File: config.mk
export PLATFORM = sky130hd
export DESIGN_NAME = step_counter_scheduler
export DESIGN_NICKNAME = d
export VERILOG_FILES = /design/src/rtl/step_counter_scheduler.sv
export SDC_FILE = /design/constraint.sdc
export NUM_CORES = 1
export LEC_CHECK = 0
export BUFFER_PORTS_ARGS = -buffer_cell sky130_fd_sc_hd__buf_4
export CORE_MARGIN = 2
export CORE_UTILIZATION = 51
export CTS_CLUSTER_SIZE = 25
export DETAILED_ROUTE_END_ITERATION = 10
export PLACE_DENSITY_LB_ADDON = 0.1
export SYNTH_ARGS = -nofsm -noshare
export SYNTH_HDL_FRONTEND = slang
export SYNTH_SLANG_ARGS = --single-unit
File: constraint.sdc
create_clock -name clk -period 2.7 [get_ports clk]
set_input_delay 0.135 -clock clk [delete_from_list [all_inputs] [get_ports clk]]
set_output_delay 0.135 -clock clk [all_outputs]
set_load 0.01 [all_outputs]
File: src/rtl/step_counter_scheduler.sv
// Step counter scheduler: arbitrates one 4-bit +STEP_UP / -STEP_DN counter
// between two burst requesters A and B. Bursts run to completion with
// round-robin fairness, and a shadow copy of the count is kept for readback.
module step_counter_scheduler #(
   parameter int LEN_W   = 4,
   parameter int STEP_UP = 3,
   parameter int STEP_DN = 5
) (
   input  logic             clk,
   input  logic             rst,
   input  logic             a_valid,
   output logic             a_ready,
   input  logic             a_dir,
   input  logic [LEN_W-1:0] a_len,
   input  logic             b_valid,
   output logic             b_ready,
   input  logic             b_dir,
   input  logic [LEN_W-1:0] b_len,
   output logic             ctr_hold,
   output logic             ctr_up,
   output logic [3:0]       shadow_q,
   output logic             busy,
   output logic             owner,
   output logic             done,
   output logic             done_owner
);

   typedef enum logic [1:0] {
      IDLE = 2'd0,
      RUN  = 2'd1,
      DONE = 2'd2
   } state_t;

   // A down step is applied as an addition of its mod-16 complement.
   localparam logic [3:0]       up_inc  = 4'(STEP_UP % 16);
   localparam logic [3:0]       dn_inc  = 4'((16 - (STEP_DN % 16)) % 16);
   localparam logic [LEN_W-1:0] len_one = LEN_W'(1);

   state_t           state;
   state_t           state_nx;
   logic             rr_ptr;     // 0: A wins a tie, 1: B wins a tie
   logic [LEN_W-1:0] remaining;  // steps still to issue in the current burst
   logic             sel_dir;
   logic [LEN_W-1:0] sel_len;
   logic             accept;

   // Grant arbitration and next-state decode; readies only exist in IDLE.
   always_comb begin
      // NOTE: every signal gets a default first so no path leaves one
      // unassigned, which would otherwise infer a latch.
      a_ready  = 1'b0;
      b_ready  = 1'b0;
      sel_dir  = a_dir;
      sel_len  = a_len;
      state_nx = state;
      case (state)
         IDLE: begin
            if (a_valid && (!b_valid || !rr_ptr)) begin
               a_ready = 1'b1;
            end else if (b_valid) begin
               b_ready = 1'b1;
               sel_dir = b_dir;
               sel_len = b_len;
            end
            if (a_ready || b_ready) begin
               state_nx = (sel_len == '0) ? DONE : RUN;
            end
         end
         RUN: begin
            if (remaining == len_one) begin
               state_nx = DONE;
            end
         end
         DONE:    state_nx = IDLE;
         default: state_nx = IDLE;
      endcase
   end

   assign accept     = a_ready | b_ready;
   assign ctr_hold   = (state != RUN);
   assign busy       = (state != IDLE);
   assign done       = (state == DONE);
   assign done_owner = done & owner;

   // FSM state register with synchronous reset.
   always_ff @(posedge clk) begin
      // NOTE: sequential state uses non-blocking assignments so every flop
      // samples the pre-edge values regardless of statement order.
      if (rst) begin
         state <= IDLE;
      end else begin
         state <= state_nx;
      end
   end

   // Burst capture on handshake, then shadow count and step bookkeeping.
   always_ff @(posedge clk) begin
      // NOTE: every control register is reset here; reset discards an
      // in-flight burst outright, so no done pulse can follow it.
      if (rst) begin
         ctr_up    <= 1'b0;
         shadow_q  <= 4'd0;
         owner     <= 1'b0;
         rr_ptr    <= 1'b0;
         remaining <= '0;
      end else begin
         case (state)
            IDLE: begin
               if (accept) begin
                  owner     <= b_ready;
                  ctr_up    <= sel_dir;
                  remaining <= sel_len;
                  rr_ptr    <= a_ready;  // next tie goes to the side not served
               end
            end
            RUN: begin
               shadow_q  <= shadow_q + (ctr_up ? up_inc : dn_inc);
               remaining <= remaining - len_one;
            end
            default: ;
         endcase
      end
   end

endmodule

==> results of run 1 <==
## state kept, by name, summed over array words and instances, names as in the netlist
register,flops
rr_ptr,1
remaining,4
state,2
shadow_q,4
owner,1
ctr_up,1
## critical path: stages (launching register included)
cell and delay, ns:
dfxtp_1 0.34, nand2b_2 0.24, and2_2 0.26, nand2_1 0.09, inv_1 0.04, buf_4 0.13
## through the flow
stage	std cells	hold slack, ns	power (W)
final	134	0.114	0.000611
after CTS	134	0.116	0.000610
after global routing	134	0.118	0.000653
after detailed placement	130	0.414	0.000490
after global placement	130	0.410	0.000482
after floorplan	93	0.294	0.000407
## metal layers
layer	vias to the layer above	global-route usage (%)
li1	387	-
met5	-	0
met1	342	28.7
met4	0	7.50
met3	2	3.02
met2	29	33.5
## cell usage after synthesis, drive strengths merged, types with 2 or more instances
cell type | instances | area share, %
nand2 | 7 | 3.5
a311oi | 2 | 2.3
nand2b | 2 | 2.0
a21oi | 10 | 6.6
o21ai | 7 | 4.6
dfxtp | 13 | 34
nor2 | 8 | 4.3
buf | 2 | 2.1
a211o | 2 | 2.3
xnor2 | 3 | 3.5
or3 | 2 | 1.7
and2 | 2 | 1.8
nor3 | 3 | 2.0
a21boi | 2 | 2.0
nor4 | 2 | 1.7
ha | 3 | 5.0
inv | 7 | 3.5
and3 | 4 | 3.6
## where the power goes
group / leakage, nW / switching (W) / internal, W / total (W)
logic: 0.327 / 0.000117 / 0.000116 / 0.000233
clock network: 0.0150 / 0.0000679 / 0.0000572 / 0.000125
registers: 0.107 / 0.0000298 / 0.000223 / 0.000253
total: 0.450 / 0.000214 / 0.000397 / 0.000611
## area by class of cell
cell class / instances / area, µm²
clock buffer: 4 / 26.3
fill: 111 / 380
inverter: 7 / 26.3
multi-input combinational: 70 / 450
sequential: 13 / 260
tap: 15 / 18.8
timing repair buffer: 25 / 188
## kinds of logic after synthesis
logic type      after synthesis
mux                           2
compound gates               29
xor+xnor                      3
fa+ha+maj                     3
simple gates                 33
buf+inv                      10
flops                        13
## worst min path at each step
stage | from | end | slack [ns] | cells past startpoint
3_5_place_dp | rst | remaining[1]$_SDFFE_PP0P_ | 0.41 | 2
6_report | rst | remaining[1]$_SDFFE_PP0P_ | 0.11 | 2
5_1_grt | rst | owner$_SDFFE_PP0P_ | 0.12 | 2
2_1_floorplan | b_dir | ctr_up$_SDFFE_PP0P_ | 0.29 | 2
3_3_place_gp | rst | state[0]$_SDFFE_PP0P_ | 0.41 | 2
4_1_cts | rst | remaining[1]$_SDFFE_PP0P_ | 0.12 | 2
==> summary.md, run 1 <==
| Metric | Value |
|---|---|
| Worst EP arrival | `1.38 ns` |
| Critical path required time | `roughly 2.6 ns` |
| # hold bufs at CTS | `0` |
| Commonest non-fill, non-tap cells in the layout | `buf_4 (25), dfxtp_1 (13), a21oi_1 (10)` |
| Setup ws final | `~1.2 ns` |
| Main combinational cell family by area after synthesis | `compound AO/OA/AOI/OAI gates` |
| Setup Viol. Count Final | `0` |
| Die height | `42.5 µm` |
| ANT nets after route | `0` |
| Yosys cell types | `36` |
| I/O pin count | `26` |
| XOR/XNOR Fraction of Synth Area | `3.47%` |
| Crit path from | `rr_ptr$_SDFFE_PP0P_` |
| GRT overflow | `0` |
| Die Width | `~43 µm` |
| Clock tree sinks | `13` |
| Total GRT Usage | `21.0%` |
| Antenna violations before repair | `0` |
| Total CTS buffers | `3` |
| Area post-placement | `943 µm²` |
| Share of layout cells above drive strength 1 | `29.4%` |
| Yosys warns | `0` |
| P_leak | `0.450 nW` |
| Largest net degree at the start of global routing | `15` |
| Global-route wire length before repair | `just under 3 mm` |
| Reg clk slew, reported paths | `0.09 ns` |
| Synth Area in Adders | `4.96%` |
| Max_cap viols | `0` |
| Crit start category | `flop` |
| Worst setup EP type | `primary output` |
| Number of synthesized flops with an enable pin | `0` |
| CTS tree | `built` |
| Min Clock Period, post-route | `1.52 ns` |
| Setup_tns | `0 ns` |
| HPWL after detailed placement | `1.38 mm` |
| Worst slew margin | `between 60% and 70%` |
| Worst R2R Path Depth | `4` |
| H-tree depth | `1` |
| Mean routed wirelength per cell | `between 10 and 15 µm` |
| Simple-Gate Fraction of Synth Area | `23.0%` |
| Met2 wire len | `864 µm` |
| Drt first pass iters | `4` |
| CP Max Fanout | `8` |
| Avg Cell Area, Syn | `8.14 µm²` |
| RSZ-0062 raised after global routing | `no` |
| Final Slew Violations | `0` |
| Crit Path Class | `flop to primary output` |
| Iter 0 DRT Violations | `30` |
| Final WL | `1.80 mm` |
| Worst Hold Class | `primary input to flop` |
| Starting Density | `about 56%` |
| Via count | `760` |
| Max clock buf depth | `2` |
| Async S/R FF share, synth | `0%` |
| Crit share post-route | `between 50% and 60%` |
| Clock root buffer | `clkbuf_4` |
| Status | `finished clean` |
| Std-Cell Rows | `13` |
| RR Endpoint | `remaining[3]$_SDFFE_PP0P_` |
| Cell area after layout | `970 µm²` |
| Post-synthesis sequential area ratio | `34.4%` |
| Setup Fix Bufs, Post-CTS | `0` |
| Post-synthesis mux area share | `2.81%` |
| Fmax | `660 MHz` |
| Fin util | `a little under three quarters` |
| Top_reg_cell synth | `dfxtp_1` |
| Worst ir drop on vdd | `308 µV` |
| WL met3 | `about 96 µm` |
| Layout area overhead | `28.1%` |
| Synthesized area | `757 µm²` |
| Commonest non-fill, non-tap cell in the layout | `buf_4` |
| Crit path to | `b_ready` |
| Cts repair resizes | `0` |
| Syn Nets | `110` |
| Post-Syn Instances | `93` |
| Core area | `0.00135 mm²` |
| Buffers on Ports | `25` |
| DR top layer | `met4` |
| Final Skew | `0.00490 ns` |
| Via-per-instance ratio | `5.67` |
| Fin. Hold Viols | `0` |
| Vias in the first global route | `approximately 650` |
| Tightest Pin Transition | `0.453 ns` |
| DP Worst Slack | `1.33 ns` |
| Register bit total from synthesis | `13` |
| RR Startpoint | `state[0]$_SDFFE_PP0P_` |
| N_diodes | `0` |
| M1 wire length | `832 µm` |
| Synth Area in Compound Gates | `between 20% and 30%` |
| Clk_lat worst skew | `approximately 0.27 ns` |
| Pwr dens | `630 mW/mm²` |
| DRC Markers | `0` |
| Nets | `137` |
| RD Place Congestion | `~0.82` |
| FF-to-FF setup slack | `1.33 ns` |
| Die ar. | `0.00181 mm²` |
Power figures use the tool's default switching activity.
==> inputs of run 2 (changes only) <==
--- a/config.mk
+++ b/config.mk
@@ -7,7 +7,7 @@
 export LEC_CHECK = 0
 export BUFFER_PORTS_ARGS = -buffer_cell sky130_fd_sc_hd__buf_4
 export CORE_MARGIN = 2
-export CORE_UTILIZATION = 51
+export CORE_UTILIZATION = 48
 export CTS_CLUSTER_SIZE = 25
 export DETAILED_ROUTE_END_ITERATION = 10
 export PLACE_DENSITY_LB_ADDON = 0.1
==> constraint.sdc (replaced) <==
create_clock -name clk -period 1.45 [get_ports clk]
set_input_delay 0.0725 -clock clk [delete_from_list [all_inputs] [get_ports clk]]
set_output_delay 0.0725 -clock clk [all_outputs]
set_load 0.01 [all_outputs]
==> run 2 against run 1 <==
  * Global-route usage down 1.2 points
  * Wire length fell by 6.4%
  * Sequential power up 87%
  * Critical path depth did not move
  * Hold slack worse by 0.061 ns
  * Critical endpoint is now remaining[2]$_SDFFE_PP0P_
  * Largest cell class unchanged
==> summary.md, run 2 (synthesis results as in run 1) <==
| Metric | Value |
|---|---|
| Status | `finished clean` |
| Clock root buffer | `clkbuf_4` |
| FILL cells | `147 (+32%)` |
| Fmax | `roughly 750 MHz` |
| CTS tree | `built` |
| Fin util | `66.3% (-5.5 points)` |
| Pwr dens | `1150 mW/mm² (+83%)` |
| Crit share post-route | `91.8%` |
| Buffers on Ports | `25 (unchanged)` |
| Worst slew margin | `74.1% (+4.3 points)` |
| GRT overflow | `0 (unchanged)` |
| Crit path depth | `5 (unchanged)` |
| Max clock buf depth | `2 (unchanged)` |
| Mean routed wirelength per cell | `12.4 µm (-7.8%)` |
| Global-route wire length before repair | `2.80 mm (-4.5%)` |
| Buf+Inv Stages, Crit Path | `1 (-1)` |
| Worst ir drop on vdd | `657 µV (+110%)` |
| Antenna violations before repair | `0 (unchanged)` |
| CP Max Fanout | `3 (-5)` |
| HPWL after detailed placement | `1.31 mm (-5.1%)` |
| Setup ws final | `0.119 ns (-1.07 ns)` |
| Final Skew | `0.00139 ns (-0.00351 ns)` |
| Via count | `744 (-2.1%)` |
| CP Cell Sequence | `inv_1, ha_1, mux2_2, a22oi_1, a21oi_1` |
| Fin. Hold Viols | `0 (unchanged)` |
| Worst setup EP type | `flop` |
| Core area | `0.00149 mm² (+10%)` |
| P_leak | `0.459 nW (+2.0%)` |
| Crit start category | `flop` |
| I/O pin count | `26 (unchanged)` |
| Min Clock Period, post-route | `1.33 ns` |
| Reg clk slew, reported paths | `0.08 ns (about the same)` |
| RSZ-0062 raised after global routing | `no` |
| Worst EP arrival | `1.49 ns (+0.11 ns)` |
| Setup Viol. Count Final | `0 (unchanged)` |
| Hold path cells | `2 (unchanged)` |
| Die ar. | `0.00191 mm² (+5.7%)` |
| Drt first pass iters | `4 (unchanged)` |
| Layout area overhead | `30.4%` |
| Die Width | `43.7 µm (+2.8%)` |
| Worst Hold Class | `primary input to flop` |
| Critical path required time | `1.61 ns (-0.96 ns)` |
| Max_cap viols | `0 (unchanged)` |
| Total GRT Usage | `19.8% (-1.2 points)` |
| Total CTS buffers | `3 (unchanged)` |
| Via-per-instance ratio | `5.47 (-3.5%)` |
| Clk_lat worst skew | `0.27 ns (about the same)` |
| Std-Cell Rows | `14 (+1)` |
| Area post-placement | `952 µm² (+0.93%)` |
| Nets | `138 (+0.73%)` |
| Tightest Pin Transition | `0.386 ns (-0.0678 ns)` |
| Final Slew Violations | `0 (unchanged)` |
| RD Place Congestion | `0.761 (-7.5%)` |
| Commonest non-fill, non-tap cell in the layout | `buf_4` |
| DRC Markers | `0 (unchanged)` |
| Largest regs | `remaining x4, shadow_q x4, state x2` |
| DP Worst Slack | `0.127 ns (-1.20 ns)` |
| Starting Density | `50.8% (-5.2 points)` |
| Commonest non-fill, non-tap cells in the layout | `buf_4 (26), dfxtp_1 (13), a21oi_1 (10)` |
| Die height | `43.7 µm (+2.8%)` |
| Vias in the first global route | `658 (+0.77%)` |
| Slowest-stage cell, CP | `dfxtp_1` |
| Crit-path max cell delay | `0.34 ns (about the same)` |
| Worst R2R Path Depth | `5 (+1)` |
| Iter 0 DRT Violations | `5 (-83%)` |
| H-tree depth | `1 (unchanged)` |
| # hold bufs at CTS | `0 (unchanged)` |
| ANT nets after route | `0 (unchanged)` |
| Clock tree sinks | `13 (unchanged)` |
| Share of layout cells above drive strength 1 | `30.8% (+1.4 points)` |
| Crit Path Class | `flop to flop` |
| Final WL | `1.69 mm (-6.4%)` |
| Cell area after layout | `987 µm² (+1.8%)` |
| Delay-heaviest family, CP | `flip-flops` |
| Setup Fix Bufs, Post-CTS | `0 (unchanged)` |
| Setup_tns | `0 ns (unchanged)` |
| Largest net degree at the start of global routing | `14 (-1)` |
| N_diodes | `0 (unchanged)` |
run 2: cell types whose count changed in the layout (fill, tap and decap cells not counted), sizes merged:
cell  before  now
buf       25   26
run 2: stage by stage:
stage | power (W) | cells | hold WS (ns)
after floorplan | 0.000759 | 93 | 0.232
after global placement | 0.000909 | 132 | 0.353
after detailed placement | 0.000916 | 132 | 0.344
after CTS | 0.00115 | 136 | 0.0469
after global routing | 0.00123 | 136 | 0.0446
final | 0.00114 | 136 | 0.0522
run 2: path summary, 6_finish.rpt:
check                           slack [ns]                      start                         to
worst max register to register        0.12  remaining[0]$_SDFFE_PP0P_  remaining[2]$_SDFFE_PP0P_
worst min register to register        0.47         owner$_SDFFE_PP0P_         owner$_SDFFE_PP0P_
worst min-delay path                  0.05                        rst      state[0]$_SDFFE_PP0P_
worst max-delay path                  0.12  remaining[0]$_SDFFE_PP0P_  remaining[2]$_SDFFE_PP0P_
run 2: per-layer routing:
layer	part of all wire, %	up-vias	wire length, µm	track usage [%]
met2	46	20	778	31.5
met5	0	-	0	0
met4	1.1	0	19	9.09
met3	6.1	2	102	3.75
met1	47	337	784	26.0
li1	-	385	-	-
run 2: area by class of cell:
| type | count | area [µm²] | area share (%) |
|---|---|---|---|
| Multi-Input combinational cell | 70 | 459 | 46.5 |
| Sequential cell | 13 | 260 | 26.4 |
| Timing Repair Buffer | 26 | 195 | 19.8 |
| Tap cell | 16 | 20.0 | 2.03 |
| Inverter | 7 | 26.3 | 2.66 |
| Clock buffer | 4 | 26.3 | 2.66 |
run 2: report_power, final:
part	internal [W]	switching (W)	leakage, nW
Combinational	0.000228	0.000213	0.336
Clock	0.000107	0.000119	0.0150
Sequential	0.000416	0.0000559	0.107
Total	0.000751	0.000388	0.459
run 2: timing repair:
action / 4_1_cts / 5_1_grt
pin swaps: 0 / 0
endpoints found under the setup margin: 1 / 2
resized for setup: 1 / 2
run 2: worst register-to-register path, stage by stage, from the launching register on:
cell and delay, ns:
dfxtp_1 0.34, inv_1 0.11, ha_1 0.17, mux2_2 0.33, a22oi_1 0.18, a21oi_1 0.09
==> inputs of run 3 (changes only) <==
--- a/config.mk
+++ b/config.mk
@@ -10,7 +10,7 @@
 export CORE_UTILIZATION = 48
 export CTS_CLUSTER_SIZE = 25
 export DETAILED_ROUTE_END_ITERATION = 10
-export PLACE_DENSITY_LB_ADDON = 0.1
+export PLACE_DENSITY = 0.77
 export SYNTH_ARGS = -nofsm -noshare
 export SYNTH_HDL_FRONTEND = slang
 export SYNTH_SLANG_ARGS = --single-unit
==> run 3 against run 2 <==
  * Sequential cell count unchanged
  * Global-route usage barely moved
  * Sequential share of layout area is 0.067 points higher
  * Via count increased by 2.8%
  * Combinational power about the same
  * First-iteration DRC count grew to 5.0 times the previous value
  * Count of clock-buffer cells in the layout decreased by 1
  * Critical path type is now flop to primary output
  * Register-to-register slack is essentially flat
  * Largest cell class unchanged
==> summary.md, run 3 (synthesis results as in run 1) <==
| Metric | Value |
|---|---|
| N_diodes | `0 (unchanged)` |
| Clock tree sinks | `13 (unchanged)` |
| Largest net degree at the start of global routing | `14 (unchanged)` |
| Nets | `138 (unchanged)` |
| CP Max Fanout | `8 (+5)` |
| Die height | `43.7 µm (unchanged)` |
| Fin. Hold Viols | `0 (unchanged)` |
| Min Clock Period, post-route | `1.35 ns (+0.0161 ns)` |
| Crit Path Class | `flop to primary output` |
| Final WL | `1.70 mm (+1.1%)` |
| Clk_lat worst skew | `0.28 ns (about the same)` |
| Total GRT Usage | `19.8% (about the same)` |
| Max_cap viols | `0 (unchanged)` |
| Worst ir drop on vdd | `699 µV (+6.4%)` |
| FILL cells | `134 (-8.8%)` |
| Sequential cell area | `260 µm² (unchanged)` |
| GRT overflow | `0 (unchanged)` |
| H-tree depth | `1 (unchanged)` |
| Cts repair resizes | `0 (-1)` |
| Iter 0 DRT Violations | `25 (+20)` |
| Crit start category | `flop` |
| Setup ws final | `0.103 ns (-0.0161 ns)` |
| Worst R2R Path Depth | `4 (-1)` |
| Die ar. | `0.00191 mm² (unchanged)` |
| Via count | `765 (+2.8%)` |
| Std-Cell Rows | `14 (unchanged)` |
| Vias in the first global route | `755 (+15%)` |
| Worst Hold Path EP | `shadow_q[2]$_SDFFE_PP0P_` |
| RR Endpoint | `remaining[3]$_SDFFE_PP0P_` |
| Hold Path Origin | `rst` |
| CTS tree | `built` |
| Layout area overhead | `30.1%` |
| RSZ-0062 raised after global routing | `no` |
| Setup_tns | `0 ns (unchanged)` |
| Die Width | `43.7 µm (unchanged)` |
| Buffers on Ports | `25 (unchanged)` |
| Crit share post-route | `92.9% (+1.1 points)` |
| P_leak | `0.460 nW (+0.30%)` |
| Worst EP arrival | `1.27 ns (-0.22 ns)` |
| Drt first pass iters | `4 (unchanged)` |
| # hold bufs at CTS | `0 (unchanged)` |
| HPWL after detailed placement | `1.37 mm (+4.6%)` |
| DP Worst Slack | `0.109 ns (-0.0180 ns)` |
| Worst slew margin | `73.5% (-0.60 points)` |
| Starting Density | `50.8% (unchanged)` |
| DRC Markers | `0 (unchanged)` |
| Core area | `0.00149 mm² (unchanged)` |
| Total CTS buffers | `3 (unchanged)` |
| Commonest non-fill, non-tap cell in the layout | `buf_4` |
| Antenna violations before repair | `0 (unchanged)` |
| ANT nets after route | `0 (unchanged)` |
| Mean routed wirelength per cell | `12.5 µm (+1.1%)` |
| RR Startpoint | `state[0]$_SDFFE_PP0P_` |
| Worst setup EP type | `primary output` |
| RD Place Congestion | `0.749 (-1.6%)` |
| FF-to-FF setup slack | `0.12 ns (about the same)` |
| Clock root buffer | `clkbuf_4` |
| Largest regs | `remaining x4, shadow_q x4, state x2` |
| Reg clk slew, reported paths | `0.09 ns (about the same)` |
| I/O pin count | `26 (unchanged)` |
| Setup Fix Bufs, Post-CTS | `0 (unchanged)` |
| Pwr dens | `1150 mW/mm² (-0.25%)` |
| Final Skew | `0.00894 ns (+0.00755 ns)` |
| Status | `finished clean` |
| Fmax | `742 MHz (-1.2%)` |
| Max clock buf depth | `2 (unchanged)` |
| Critical path required time | `1.38 ns (-0.23 ns)` |
| Via-per-instance ratio | `5.63 (+2.8%)` |
| Final Slew Violations | `0 (unchanged)` |
| Global-route wire length before repair | `2.87 mm (+2.5%)` |
| Worst Hold Class | `primary input to flop` |
| Multi-input gate area | `455 µm² (-0.82%)` |
| Tightest Pin Transition | `0.394 ns (+0.00884 ns)` |
| Share of layout cells above drive strength 1 | `30.8% (unchanged)` |
| Commonest non-fill, non-tap cells in the layout | `buf_4 (26), dfxtp_1 (13), a21oi_1 (10)` |
| Setup Viol. Count Final | `0 (unchanged)` |
| Hold path cells | `2 (unchanged)` |
-- run 3: critical path, stage by stage (launching register included) --
cell and delay, ns:
dfxtp_1 0.34, nand2b_4 0.17, and2_2 0.23, nand2_1 0.09, inv_1 0.04, buf_4 0.13
-- run 3: layer usage --
layer,vias up,share of wire (%),track usage (%)
met5,-,0,0
met2,33,51,36.2
met4,0,1.4,10.3
li1,387,-,-
met1,341,40,21.7
met3,4,6.8,2.92
-- run 3: worst max path at each step --
| stage | start | endpoint |
|---|---|---|
| floorplan | remaining[0]$_SDFFE_PP0P_ | remaining[2]$_SDFFE_PP0P_ |
| global placement | state[0]$_SDFFE_PP0P_ | remaining[3]$_SDFFE_PP0P_ |
| detailed placement | state[0]$_SDFFE_PP0P_ | shadow_q[3]$_SDFFE_PP0P_ |
| CTS | rr_ptr$_SDFFE_PP0P_ | b_ready |
| global route | state[0]$_SDFFE_PP0P_ | shadow_q[3]$_SDFFE_PP0P_ |
| finish | rr_ptr$_SDFFE_PP0P_ | b_ready |
-- run 3: per-stage QoR --
| step | util [%] | std cells | hold WS [ns] | area, µm² | total power (W) |
|---|---|---|---|---|---|
| 5_1_grt | 66.1 | 136 | 0.0575 | 985 | 0.00121 |
| 3_3_place_gp | 63.9 | 132 | 0.350 | 952 | 0.000904 |
| 3_5_place_dp | 63.9 | 132 | 0.351 | 952 | 0.000918 |
| 2_1_floorplan | - | 93 | 0.232 | 757 | 0.000759 |
| 6_report | 66.1 | 136 | 0.0529 | 985 | 0.00113 |
| 4_1_cts | 65.8 | 136 | 0.0504 | 980 | 0.00114 |
-- run 3: final cells by class --
class	instances	area share [%]
clock buffers	3	2.29
clock inverters	1	0.508
inverters	7	2.67
repair buffers	26	19.8
flip-flops and latches	13	26.4
well taps	16	2.03
multi-input cells	70	46.3
-- run 3: power by group --
part	switching [W]	total, W	internal, W
Sequential	0.0000555	0.000471	0.000416
Combinational	0.000214	0.000439	0.000225
Clock	0.000120	0.000222	0.000102
Total	0.000390	0.00113	0.000743
